[src/rtl/riego_multicanal.sv]
// riego_multicanal: multi-channel irrigation controller.
// Each channel keeps a hysteretic "needs water" flag built from decoded humidity samples.
// A round-robin arbiter runs at most one pump at a time. Each run is limited by a
// max-on timeout, and a mandatory all-off cooldown follows every run.
// Ports:
//   clk, rst         system clock, synchronous active-high reset
//   sample_valid     1-cycle strobe qualifying sample_ch / sample_hum / plant_type
//   sample_ch        channel of the sample (values >= NCH are ignored)
//   sample_hum       humidity reading, larger = wetter
//   plant_type       selects the start threshold for this sample
//   pump_present     per-channel pump module detect
//   fault_clr        1-cycle strobe clearing all sticky timeout faults
//   pump_en          registered pump drive, one-hot or zero
//   fault            sticky per-channel timeout fault
//   alarm            registered OR of fault
//   busy             registered, high while the FSM is in RUN or COOL
module riego_multicanal #(
  parameter int unsigned NCH         = 4,
  parameter int unsigned HUM_W       = 12,
  parameter int unsigned TICK_DIV    = 50000,
  parameter int unsigned MAX_ON_MS   = 10000,
  parameter int unsigned COOLDOWN_MS = 30000,
  parameter int unsigned HYST        = 64
) (
  input  logic                    clk,
  input  logic                    rst,
  input  logic                    sample_valid,
  input  logic [$clog2(NCH)-1:0]  sample_ch,
  input  logic [HUM_W-1:0]        sample_hum,
  input  logic [3:0]              plant_type,
  input  logic [NCH-1:0]          pump_present,
  input  logic                    fault_clr,
  output logic [NCH-1:0]          pump_en,
  output logic [NCH-1:0]          fault,
  output logic                    alarm,
  output logic                    busy
);

  localparam int unsigned CHW    = $clog2(NCH);
  localparam int unsigned PW     = $clog2(TICK_DIV + 1);
  localparam int unsigned MS_MAX = (MAX_ON_MS > COOLDOWN_MS) ? MAX_ON_MS : COOLDOWN_MS;
  localparam int unsigned MSW    = $clog2(MS_MAX + 1);

  typedef enum logic [1:0] {S_IDLE, S_RUN, S_COOL} state_t;

  state_t           state, state_nxt;
  logic [CHW-1:0]   cur, cur_nxt, rr, rr_nxt, pick;
  logic [NCH-1:0]   need, need_nxt, fault_nxt, fault_set, pump_nxt, eligible;
  logic [PW-1:0]    presc;
  logic [MSW-1:0]   ms_cnt;
  logic             tick, found, ch_ok;
  logic [HUM_W-1:0] thr, stop;
  logic [HUM_W:0]   stop_sum;

  // Start threshold per plant type
  always_comb begin
    case (plant_type)
      4'd0:    thr = HUM_W'(12'h200);
      4'd1:    thr = HUM_W'(12'h600);
      4'd2:    thr = HUM_W'(12'h900);
      default: thr = HUM_W'(12'h700);
    endcase
  end

  // Stop threshold saturates at full scale instead of wrapping
  assign stop_sum = {1'b0, thr} + (HUM_W+1)'(HYST);
  assign stop     = stop_sum[HUM_W] ? '1 : stop_sum[HUM_W-1:0];

  assign ch_ok    = 32'(sample_ch) < NCH;
  assign tick     = (presc == PW'(TICK_DIV - 1));
  assign eligible = need & pump_present & ~fault;

  // Hysteretic need update; readings between the thresholds keep the old flag
  always_comb begin
    need_nxt = need;
    if (sample_valid && ch_ok) begin
      if (sample_hum < thr)
        need_nxt[sample_ch] = 1'b1;
      else if (sample_hum >= stop)
        need_nxt[sample_ch] = 1'b0;
    end
  end

  // Round-robin pick: first eligible channel after the last granted one
  always_comb begin
    pick  = rr;
    found = 1'b0;
    for (int unsigned k = 1; k <= NCH; k++) begin
      int unsigned j;
      j = 32'(rr) + k;
      if (j >= NCH) j = j - NCH;
      if (!found && eligible[CHW'(j)]) begin
        found = 1'b1;
        pick  = CHW'(j);
      end
    end
  end

  // Next-state and registered-output decode
  always_comb begin
    state_nxt = state;
    cur_nxt   = cur;
    rr_nxt    = rr;
    fault_set = '0;
    case (state)
      S_IDLE: begin
        if (found) begin
          state_nxt = S_RUN;
          cur_nxt   = pick;
          rr_nxt    = pick;
        end
      end
      S_RUN: begin
        // Pump loss and a satisfied channel both outrank the timeout
        if (!pump_present[cur] || !need_nxt[cur]) begin
          state_nxt = S_COOL;
        end else if (ms_cnt == MSW'(MAX_ON_MS)) begin
          fault_set[cur] = 1'b1;
          state_nxt      = S_COOL;
        end
      end
      S_COOL: begin
        if (ms_cnt == MSW'(COOLDOWN_MS))
          state_nxt = S_IDLE;
      end
      default: state_nxt = S_IDLE;
    endcase
    fault_nxt = (fault & ~{NCH{fault_clr}}) | fault_set;
    pump_nxt  = '0;
    if (state_nxt == S_RUN)
      pump_nxt[cur_nxt] = 1'b1;
  end

  // State, datapath and output registers
  always_ff @(posedge clk) begin
    if (rst) begin
      state   <= S_IDLE;
      cur     <= '0;
      rr      <= CHW'(NCH - 1);
      need    <= '0;
      fault   <= '0;
      pump_en <= '0;
      alarm   <= 1'b0;
      busy    <= 1'b0;
      presc   <= '0;
      ms_cnt  <= '0;
    end else begin
      state   <= state_nxt;
      cur     <= cur_nxt;
      rr      <= rr_nxt;
      need    <= need_nxt;
      fault   <= fault_nxt;
      pump_en <= pump_nxt;
      alarm   <= |fault;
      busy    <= (state != S_IDLE);
      presc   <= tick ? '0 : presc + PW'(1);
      if (state_nxt != state)
        ms_cnt <= '0;
      else if (tick)
        ms_cnt <= ms_cnt + MSW'(1);
    end
  end

endmodule

[config.mk]
export PLATFORM = sky130hd
export DESIGN_NAME = riego_multicanal
export DESIGN_NICKNAME = d
export VERILOG_FILES = /design/src/rtl/riego_multicanal.sv
export SDC_FILE = /design/constraint.sdc
export NUM_CORES = 1
export LEC_CHECK = 0
export CORE_MARGIN = 2
export CORE_UTILIZATION = 45
export CTS_CLUSTER_DIAMETER = 50
export DETAILED_ROUTE_END_ITERATION = 10
export PLACE_DENSITY = 0.67
export SLEW_MARGIN = 20
export SYNTH_ARGS = -nofsm -noshare
export SYNTH_HDL_FRONTEND = slang
export SYNTH_SLANG_ARGS = --single-unit
[constraint.sdc]
create_clock -name clk -period 6.12 [get_ports clk]
set_input_delay 0.918 -clock clk [delete_from_list [all_inputs] [get_ports clk]]
set_output_delay 0.918 -clock clk [all_outputs]
set_load 0.01 [all_outputs]
* Word-level counts from Yosys, hierarchy flattened
Cells that the tools add are included.
** Storage, ports and cells
- Register bits :: 51
- Bits of input ports :: 26
** Cells by class
- $add $sub $neg :: 11
- Order comparisons :: 16
- Eq/ne operators :: 9
- Multiplexer cells :: 45
- Bitwise operators :: 10
- Reduce and logical (&&, ||, !) cells :: 20
** Operator list (count)
- one-hot mux 12 bit (3 select lines) :: 1
- 2-to-1 mux 2 bit :: 14
- 2-to-1 mux 4 bit :: 6
- < comparator 2 x 3 -> 1 bit, second input constant :: 7
- adder 16 x 1 -> 16 bit, second input constant :: 1
- AND 4 bit :: 4
- == test 16 bit, second input constant :: 1
- adder 15 x 1 -> 15 bit, second input constant :: 1
- == test 15 x 14 -> 1 bit, second input constant :: 1
- == test 15 bit, second input constant :: 1
- adder 12 x 7 -> 13 bit, second input constant :: 1
- 2-to-1 mux 1 bit :: 13
- binary-select mux 1 bit (select 2 bit) :: 6
- >= comparator 12 bit :: 1
- < comparator 12 bit :: 1
- 2-to-1 mux 12 bit :: 1
- inverter 4 bit :: 3
- >= comparator 3 bit, second input constant :: 3
- bitwise OR 4 bit :: 2
- subtractor 2 x 1 -> 2 bit, second input constant :: 4
- adder 2 x 2 -> 3 bit, second input constant :: 2
- demux 1 bit (select 2 bit) :: 3
- >= comparator 2 x 1 -> 1 bit, second input constant :: 3
- logical AND 1 bit :: 6
- other kinds (18) :: 25

* Depth between registers and ports, before layout
Gate-level depths: netlist of the first run.
- Word-level depth :: 21
- Gate-level depth with buffers :: 11
- Gate-level depth less buffers :: 10

* Worst setup path before layout of the first run
Ideal clock, no wire load.
- Path type :: in2reg
- From :: input plant_type[0]
- To :: register pump_en[0]
- Library setup time :: 0.086 ns
- Arrival :: 2.872 ns
- Required time :: 6.034 ns
- Path slack :: 3.162 ns
- Stages :: 10
- Path buffers :: 1
- Path through :: nor3_1 and2_1 ha_1 nor2b_1 o211ai_1 a22oi_1 a32oi_1 o211ai_1 buf_2 a211oi_1
** On the way
- Cells in the longest elaborated chain, start to end :: 17
** Ends and longest elaborated chain
- from (decl) :: line 30 : input logic [3:0] plant_type,
- == test 4 x 2 -> 1 bit, or another cell as far along :: line 57 : case (plant_type)
- one-hot mux 12 bit (3 select lines) * :: line 57
- adder 12 x 7 -> 13 bit :: line 66 : assign stop_sum = {1'b0, thr} + (HUM_W+1)'(HYST);
- 2-to-1 mux 12 bit :: line 67 : assign stop = stop_sum[HUM_W] ? '1 : stop_sum[HUM_W-1:0];
- >= comparator 12 bit :: line 79 : else if (sample_hum >= stop)
- 2-to-1 mux 4 bit :: line 79
- 2-to-1 mux 4 bit * :: line 77 : if (sample_hum < thr)
- 2-to-1 mux 4 bit * :: line 76 : if (sample_valid && ch_ok) begin
- binary-select mux 1 bit (select 2 bit) * :: line 115 : if (!pump_present[cur] || !need_nxt[cur]) begin
- 2-to-1 mux 1 bit (not written as such) * :: line 115
- logical NOT 1 bit * :: line 115
- logical OR 1 bit * :: line 115
- 2-to-1 mux 2 bit * :: line 115
- one-hot mux 2 bit (3 select lines) * :: line 105 : case (state)
- == test 2 x 1 -> 1 bit * :: line 130 : if (state_nxt == S_RUN)
- inverter 1 bit (no source line) *
- OR reduction 2 bit (no source line) *
- to (signal assigned) :: line 153 : pump_en <= pump_nxt;
- to (decl) :: line 33 : output logic [NCH-1:0] pump_en,
Mark *: on every way between the ends. The rest lies on a longest branch, timed or not. The select of a mux whose other input is x is not followed.
A chain may end at the register's enable or synchronous reset.

* Worst setup path after layout of the first run
- From :: input plant_type[0]
- To :: register pump_en[1]
The elaborated chain is that of the path after synthesis.

==> flow_metrics.env, run 1 <==
export IMPL_cts_hold_buf=0
export IMPL_finalCritPeriodShare=0.572
export IMPL_synthDistinctLibCells=55
export IMPL_cp_arrival_ns=3.71
export IMPL_io_buffers=29
export IMPL_r2r_start="ms_cnt[0]"
export IMPL_critPathLaunchType="primary input"
export IMPL_antenna_cells=0
export IMPL_io_pins=36
export IMPL_synth_flop_cell="dfxtp_1"
export IMPL_grt_setup_unrepaired="false"
export IMPL_post_route_min_period_ns=3.50
export IMPL_htree_levels=2
export IMPL_grt_pass1_vias=2216
export IMPL_setup_viol=0
export IMPL_grt_pass1_wl_mm=9.78
export IMPL_die_w_um=82.4
export IMPL_critPathLaunch="plant_type[0]"
export IMPL_area_delta_synth_final_pct=14.4
export IMPL_yosysWarningCount=0
export IMPL_synthSimpleGateAreaFrac=0.299
export IMPL_initial_core_util=0.467
export IMPL_clkLatencyLatePin_ns=0.30
export IMPL_endpoint="pump_en[1]"
export IMPL_finalSetupTns_ns=0
export IMPL_drv_slew=0
export IMPL_place_congestion=0.837
export IMPL_crit_family="compound AO/OA/AOI/OAI gates"
export IMPL_synth_edff_count=0
export IMPL_cts_root_buf="clkbuf_8"
export IMPL_crit_type="primary input to register"
export IMPL_p_per_area_nw_per_um2=196
export IMPL_dieArea_um2=6780
export IMPL_synthXorXnorAreaFrac=0.0887
export IMPL_cts_sinks=51
export IMPL_critPathMaxStageDelay_ns=0.43
export IMPL_wirelength_mm=5.80
export IMPL_worst_pin_slew_ns=0.745
export IMPL_end_kind="register"
export IMPL_cts_resized=0
export IMPL_fmax_mhz=285
export IMPL_syn_nets=359
export IMPL_core_area_um2=5920
export IMPL_fp_row_count=28
export IMPL_ys_async_sr_fraction=0
export IMPL_nets=385
export IMPL_ant_nets=0
export IMPL_leakage_nw=1.13
export IMPL_fin_skew_ns=0.00854
export IMPL_status="finished clean"
export IMPL_ff2ff_setup_slack_ns=3.75
export IMPL_drive_above_1_share=0.0429
export IMPL_routedWlPerCell_um=13.6
export IMPL_cp_depth=11
export IMPL_num_vias=2373
export IMPL_synthAdderAreaFrac=0.0362
export IMPL_grt_ovfl_total=0
export IMPL_synth_compound_area_frac=0.162
export IMPL_clockBufferDepth=2
export IMPL_postCtsSetupRepairBufs=0
export IMPL_routed_via_density=5.58
export IMPL_cpMaxStageDelayCell="o211ai_1"
export IMPL_hold_violations=0
export IMPL_clk_pin_slew_ns=0.08
export IMPL_drt_iter0_drc=117
export IMPL_grt_max_degree=21
export IMPL_antenna_found_initial=0
export IMPL_peakVddDrop_mv=0.141
export IMPL_utilization=0.534
export IMPL_timing_critical_path_mode_cell="o211ai_1"
export IMPL_min_path_type="register to register"
export IMPL_drt_pass1_iterations=4
export IMPL_syn_avg_cell_area_um2=8.50
export IMPL_cts_inserted_buffers=5
export IMPL_drc_errors=0
export IMPL_dieHeight_um=82.4
export IMPL_muxShareOfSynthArea=0.00362
export IMPL_grt_usage=0.185
export IMPL_crit_required_ns=6.33
export IMPL_syn_area_um2=2760
export IMPL_syn_instance_count=325
export IMPL_ys_seq_elements=51
export IMPL_dpl_hpwl_mm=4.21
export IMPL_crit_chain="clkdlybuf4s50_1 -> nor3_1 -> and2_1 -> ha_1 -> nor2b_1 -> o211ai_1 -> a22oi_1 -> a32oi_1 -> o211ai_1 -> buf_4 -> a211oi_1"
export IMPL_max_slew_margin=0.502
export IMPL_maxCapViolations=0
export IMPL_seq_area_frac_synth=0.369
export IMPL_worstReg2RegEnd="ms_cnt[3]"
export IMPL_tritoncts="done"
export IMPL_path_max_fanout=20
export IMPL_worstPathBufferInverterCount=2
export IMPL_synth_top_family_by_area="simple AND/OR/NAND/NOR gates"
export IMPL_r2r_cells=7
==> how the worst min path moves through the flow <==
| stage | from | end | slack (ns) | cells past startpoint |
|---|---|---|---|---|
| after floorplan | presc[0] | presc[0] | 0.41 | 1 |
| after global placement | presc[0] | presc[0] | 0.43 | 1 |
| after detailed placement | presc[0] | presc[0] | 0.44 | 1 |
| after CTS | presc[0] | presc[0] | 0.45 | 1 |
| after global routing | presc[0] | presc[0] | 0.47 | 1 |
| final | presc[0] | presc[0] | 0.44 | 1 |
==> state kept, by name, indices dropped and copies added (netlist names), 2 cells and up <==
signal and flops:
presc 16, ms_cnt 15, fault 4, need 4, pump_en 4, cur 2, rr 2, state 2
==> cells by family after synthesis <==
group	count (synthesis)
muxes	1
and+or+nand+nor	149
DFF	51
xor gates and xnor gates	28
AOI/OAI and AO/OA	64
buffers and inverters	24
adders and majority gates	8
==> area by class of cell <==
type                            instances  area, um2
Tap cell                               75       93.8
Multi-Input combinational cell        250       1630
Inverter                               13       48.8
Sequential cell                        51       1020
Timing Repair Buffer                   30        298
Clock buffer                            6       72.6
Fill cell                             587       2760
==> layer usage <==
layer	vias to the layer above	share of wire	global-route usage
li1	1209	-	-
met1	1124	0.48	0.232
met2	33	0.47	0.315
met3	7	0.038	0.0467
met4	0	0.010	0.0500
met5	-	0	0
==> worst reg2reg max path, cell delays in order, from the launching register on <==
cell and delay, ns:
dfxtp_1 0.34, inv_1 0.06, ha_1 0.15, and4b_1 0.20, nand4_1 0.15, o41ai_1 0.63
a211o_1 0.57, a21oi_1 0.15
==> power breakdown <==
group          internal (mW)  leakage [nW]  switching, mW
Combinational         0.0412         0.678         0.0497
Clock                 0.0765        0.0371          0.104
Sequential             0.340         0.412        0.00908
Total                  0.458          1.13          0.163
==> Yosys cell counts, types with 4 or more instances <==
cell type  count  area (um2)
nor3_1         8        40.0
and2_1         4        25.0
nand2_1       22        82.6
a211o_1        4        35.0
dfxtp_1       51        1020
a211oi_1       6        45.0
xnor2_1       21         184
xor2_1         7        61.3
and3b_1        4        35.0
nand2b_1       8        50.1
clkbuf_1       5        18.8
nor2_1        41         154
and3_1         9        56.3
nand4_1        8        50.1
a21oi_1       25         125
buf_4          4        30.0
nor2b_1        4        25.0
nand3_1       14        70.1
nand3b_1       5        37.5
ha_1           8         100
inv_1         13        48.8
o21ai_0        4        20.0
==> layout by cell type (no fill, tap or decap), drive strengths merged, types with 3 or more instances in the layout <==
cell            n
nand4           9
nand3b          5
and2            5
and3            9
nand2b          8
and3b           4
a211oi          6
o211ai          3
clkdlybuf4s50  29
dfxtp          51
a21oi          26
or4             3
ha              8
nor4            3
nand3          14
or3             3
inv            13
nor2b           4
nor2           41
xnor2          21
xor2            7
clkbuf          6
o21ai           4
nand2          22
a211o           4
nor3           11
==> per-stage QoR <==
step | power [mW] | worst slack, ns | instances | instance area, um2 | hold WS [ns]
5_1_grt | 0.653 | 2.42 | 425 | 3160 | 0.465
3_5_place_dp | 0.447 | 2.34 | 419 | 3090 | 0.437
6_report | 0.621 | 2.62 | 425 | 3160 | 0.445
2_1_floorplan | 0.417 | 3.16 | 325 | 2760 | 0.412
4_1_cts | 0.626 | 2.62 | 425 | 3160 | 0.449
3_3_place_gp | 0.445 | 2.38 | 419 | 3090 | 0.428
Power figures use the tool's default switching activity.
==> run 2: changes to the inputs <==
clock period = 3.6 ns   (was 6.12 ns; I/O delays follow)
==> flow_metrics.env, run 2 (synthesis results as in run 1) <==
export IMPL_fp_row_count=28
export IMPL_dieHeight_um=82.4
export IMPL_final_cell_mix="dfxtp_1 (51), nor2_1 (41), clkdlybuf4s50_1 (29)"
export IMPL_clockBufferDepth=2
export IMPL_routedWlPerCell_um=13.8
export IMPL_max_slew_margin=0.611
export IMPL_dpl_hpwl_mm=4.27
export IMPL_p_per_area_nw_per_um2=354
export IMPL_drc_errors=0
export IMPL_cts_root_buf="clkbuf_8"
export IMPL_postCtsSetupRepairBufs=0
export IMPL_num_vias=2380
export IMPL_cts_inserted_buffers=5
export IMPL_nets=387
export IMPL_status="finished clean"
export IMPL_crit_chain="clkdlybuf4s50_1 -> nor3_1 -> and2_1 -> ha_1 -> a211o_1 -> o211ai_1 -> nand3_1 -> a311oi_1 -> o211ai_1 -> buf_12 -> a211oi_1"
export IMPL_tritoncts="done"
export IMPL_grt_pass1_wl_mm=9.79
export IMPL_power_mw=1.14
export IMPL_crit_family="compound AO/OA/AOI/OAI gates"
export IMPL_hold_violations=0
export IMPL_min_path_type="register to register"
export IMPL_peakVddDrop_mv=0.294
export IMPL_reg_top3="presc: 16 flops, ms_cnt: 15 flops"
export IMPL_timing_critical_path_mode_cell="o211ai_1"
export IMPL_power_frac_seq=0.520
export IMPL_fmax_mhz=331
export IMPL_power_switching_share=0.252
export IMPL_post_route_min_period_ns=3.02
export IMPL_clk_pin_slew_ns=0.09
export IMPL_grt_max_degree=21
export IMPL_htree_levels=2
export IMPL_cpMaxStageDelayCell="clkdlybuf4s50_1"
export IMPL_crit_required_ns=3.82
export IMPL_cts_resized=0
export IMPL_hold_ws_ns=0.456
export IMPL_io_buffers=29
export IMPL_critPathLaunchType="primary input"
export IMPL_clkLatencyLatePin_ns=0.30
export IMPL_io_pins=36
export IMPL_critPathMaxStageDelay_ns=0.41
export IMPL_grt_ovfl_total=0
export IMPL_grt_pass1_vias=2174
export IMPL_mostFrequentLayoutCell="dfxtp_1"
export IMPL_grt_setup_unrepaired="false"
export IMPL_cts_hold_buf=0
export IMPL_finalCritPeriodShare=0.840
export IMPL_area_delta_synth_final_pct=16.7
export IMPL_finalSetupTns_ns=0
export IMPL_routed_via_density=5.56
export IMPL_place_congestion=0.844
export IMPL_grt_usage=0.186
export IMPL_drt_pass1_iterations=4
export IMPL_core_area_um2=5920
export IMPL_switchingPower_mw=0.288
export IMPL_leakage_nw=1.16
export IMPL_cp_arrival_ns=3.24
export IMPL_antenna_found_initial=0
export IMPL_multi_input_area_um2=1630
export IMPL_cts_sinks=51
export IMPL_top_register="presc"
export IMPL_antenna_cells=0
export IMPL_worst_pin_slew_ns=0.575
export IMPL_ant_nets=0
export IMPL_p_comb_frac=0.137
export IMPL_setup_viol=0
export IMPL_path_max_fanout=20
export IMPL_fin_skew_ns=0.00563
export IMPL_drt_iter0_drc=95
export IMPL_n_fill_cell=548
export IMPL_p_clk_frac=0.343
export IMPL_die_w_um=82.4
export IMPL_seq_area_um2=1020
export IMPL_worstPathBufferInverterCount=2
export IMPL_end_kind="register"
export IMPL_maxCapViolations=0
export IMPL_intPower_mw=0.853
export IMPL_largest_reg_flops=16
export IMPL_crit_type="primary input to register"
export IMPL_drv_slew=0
export IMPL_drive_above_1_share=0.0538
export IMPL_dieArea_um2=6780
export IMPL_initial_core_util=0.467
export IMPL_wirelength_mm=5.89
## run 2: worst paths after layout
| path | start | end | slack (ns) | cells past startpoint |
|---|---|---|---|---|
| worst max-delay path | plant_type[3] | pump_en[3] | 0.58 | 11 |
| worst min-delay path | presc[0] | presc[0] | 0.46 | 1 |
| worst max register to register | ms_cnt[0] | ms_cnt[0] | 1.29 | 7 |
| worst min register to register | presc[0] | presc[0] | 0.46 | 1 |
## run 2: through the flow
step	area, um2	util	setup slack, ns	std cells
6_report	3220	0.545	0.576	428
5_1_grt	3220	0.545	0.366	428
4_1_cts	3220	0.545	0.584	428
3_5_place_dp	3120	0.527	0.261	421
3_3_place_gp	3120	0.527	0.312	421
2_1_floorplan	2760	-	1.02	325
## run 2: layer usage
layer,share of wire,vias up,track usage,routed length (um)
met3,0.036,7,0.0359,212
li1,-,1222,-,-
met4,0.012,0,0.0517,70
met5,0,-,0,0
met2,0.47,45,0.323,2800
met1,0.48,1106,0.233,2810
## run 2: area by class of cell
| class | instances | share of cell area |
|---|---|---|
| sequential | 51 | 0.317 |
| clock inverter | 2 | 0.0116 |
| tap | 75 | 0.0291 |
| multi-input combinational | 250 | 0.505 |
| clock buffer | 5 | 0.0213 |
| timing repair buffer | 32 | 0.101 |
| inverter | 13 | 0.0151 |
## run 2: power by group through the flow
stage          combinational [mW]  clock, mW  sequential, mW
2_1_floorplan               0.107          0           0.601
3_3_place_gp                0.154          0           0.606
3_5_place_dp                0.155          0           0.606
4_1_cts                     0.157      0.398           0.593
5_1_grt                     0.174      0.418           0.596
6_report                    0.156      0.391           0.593
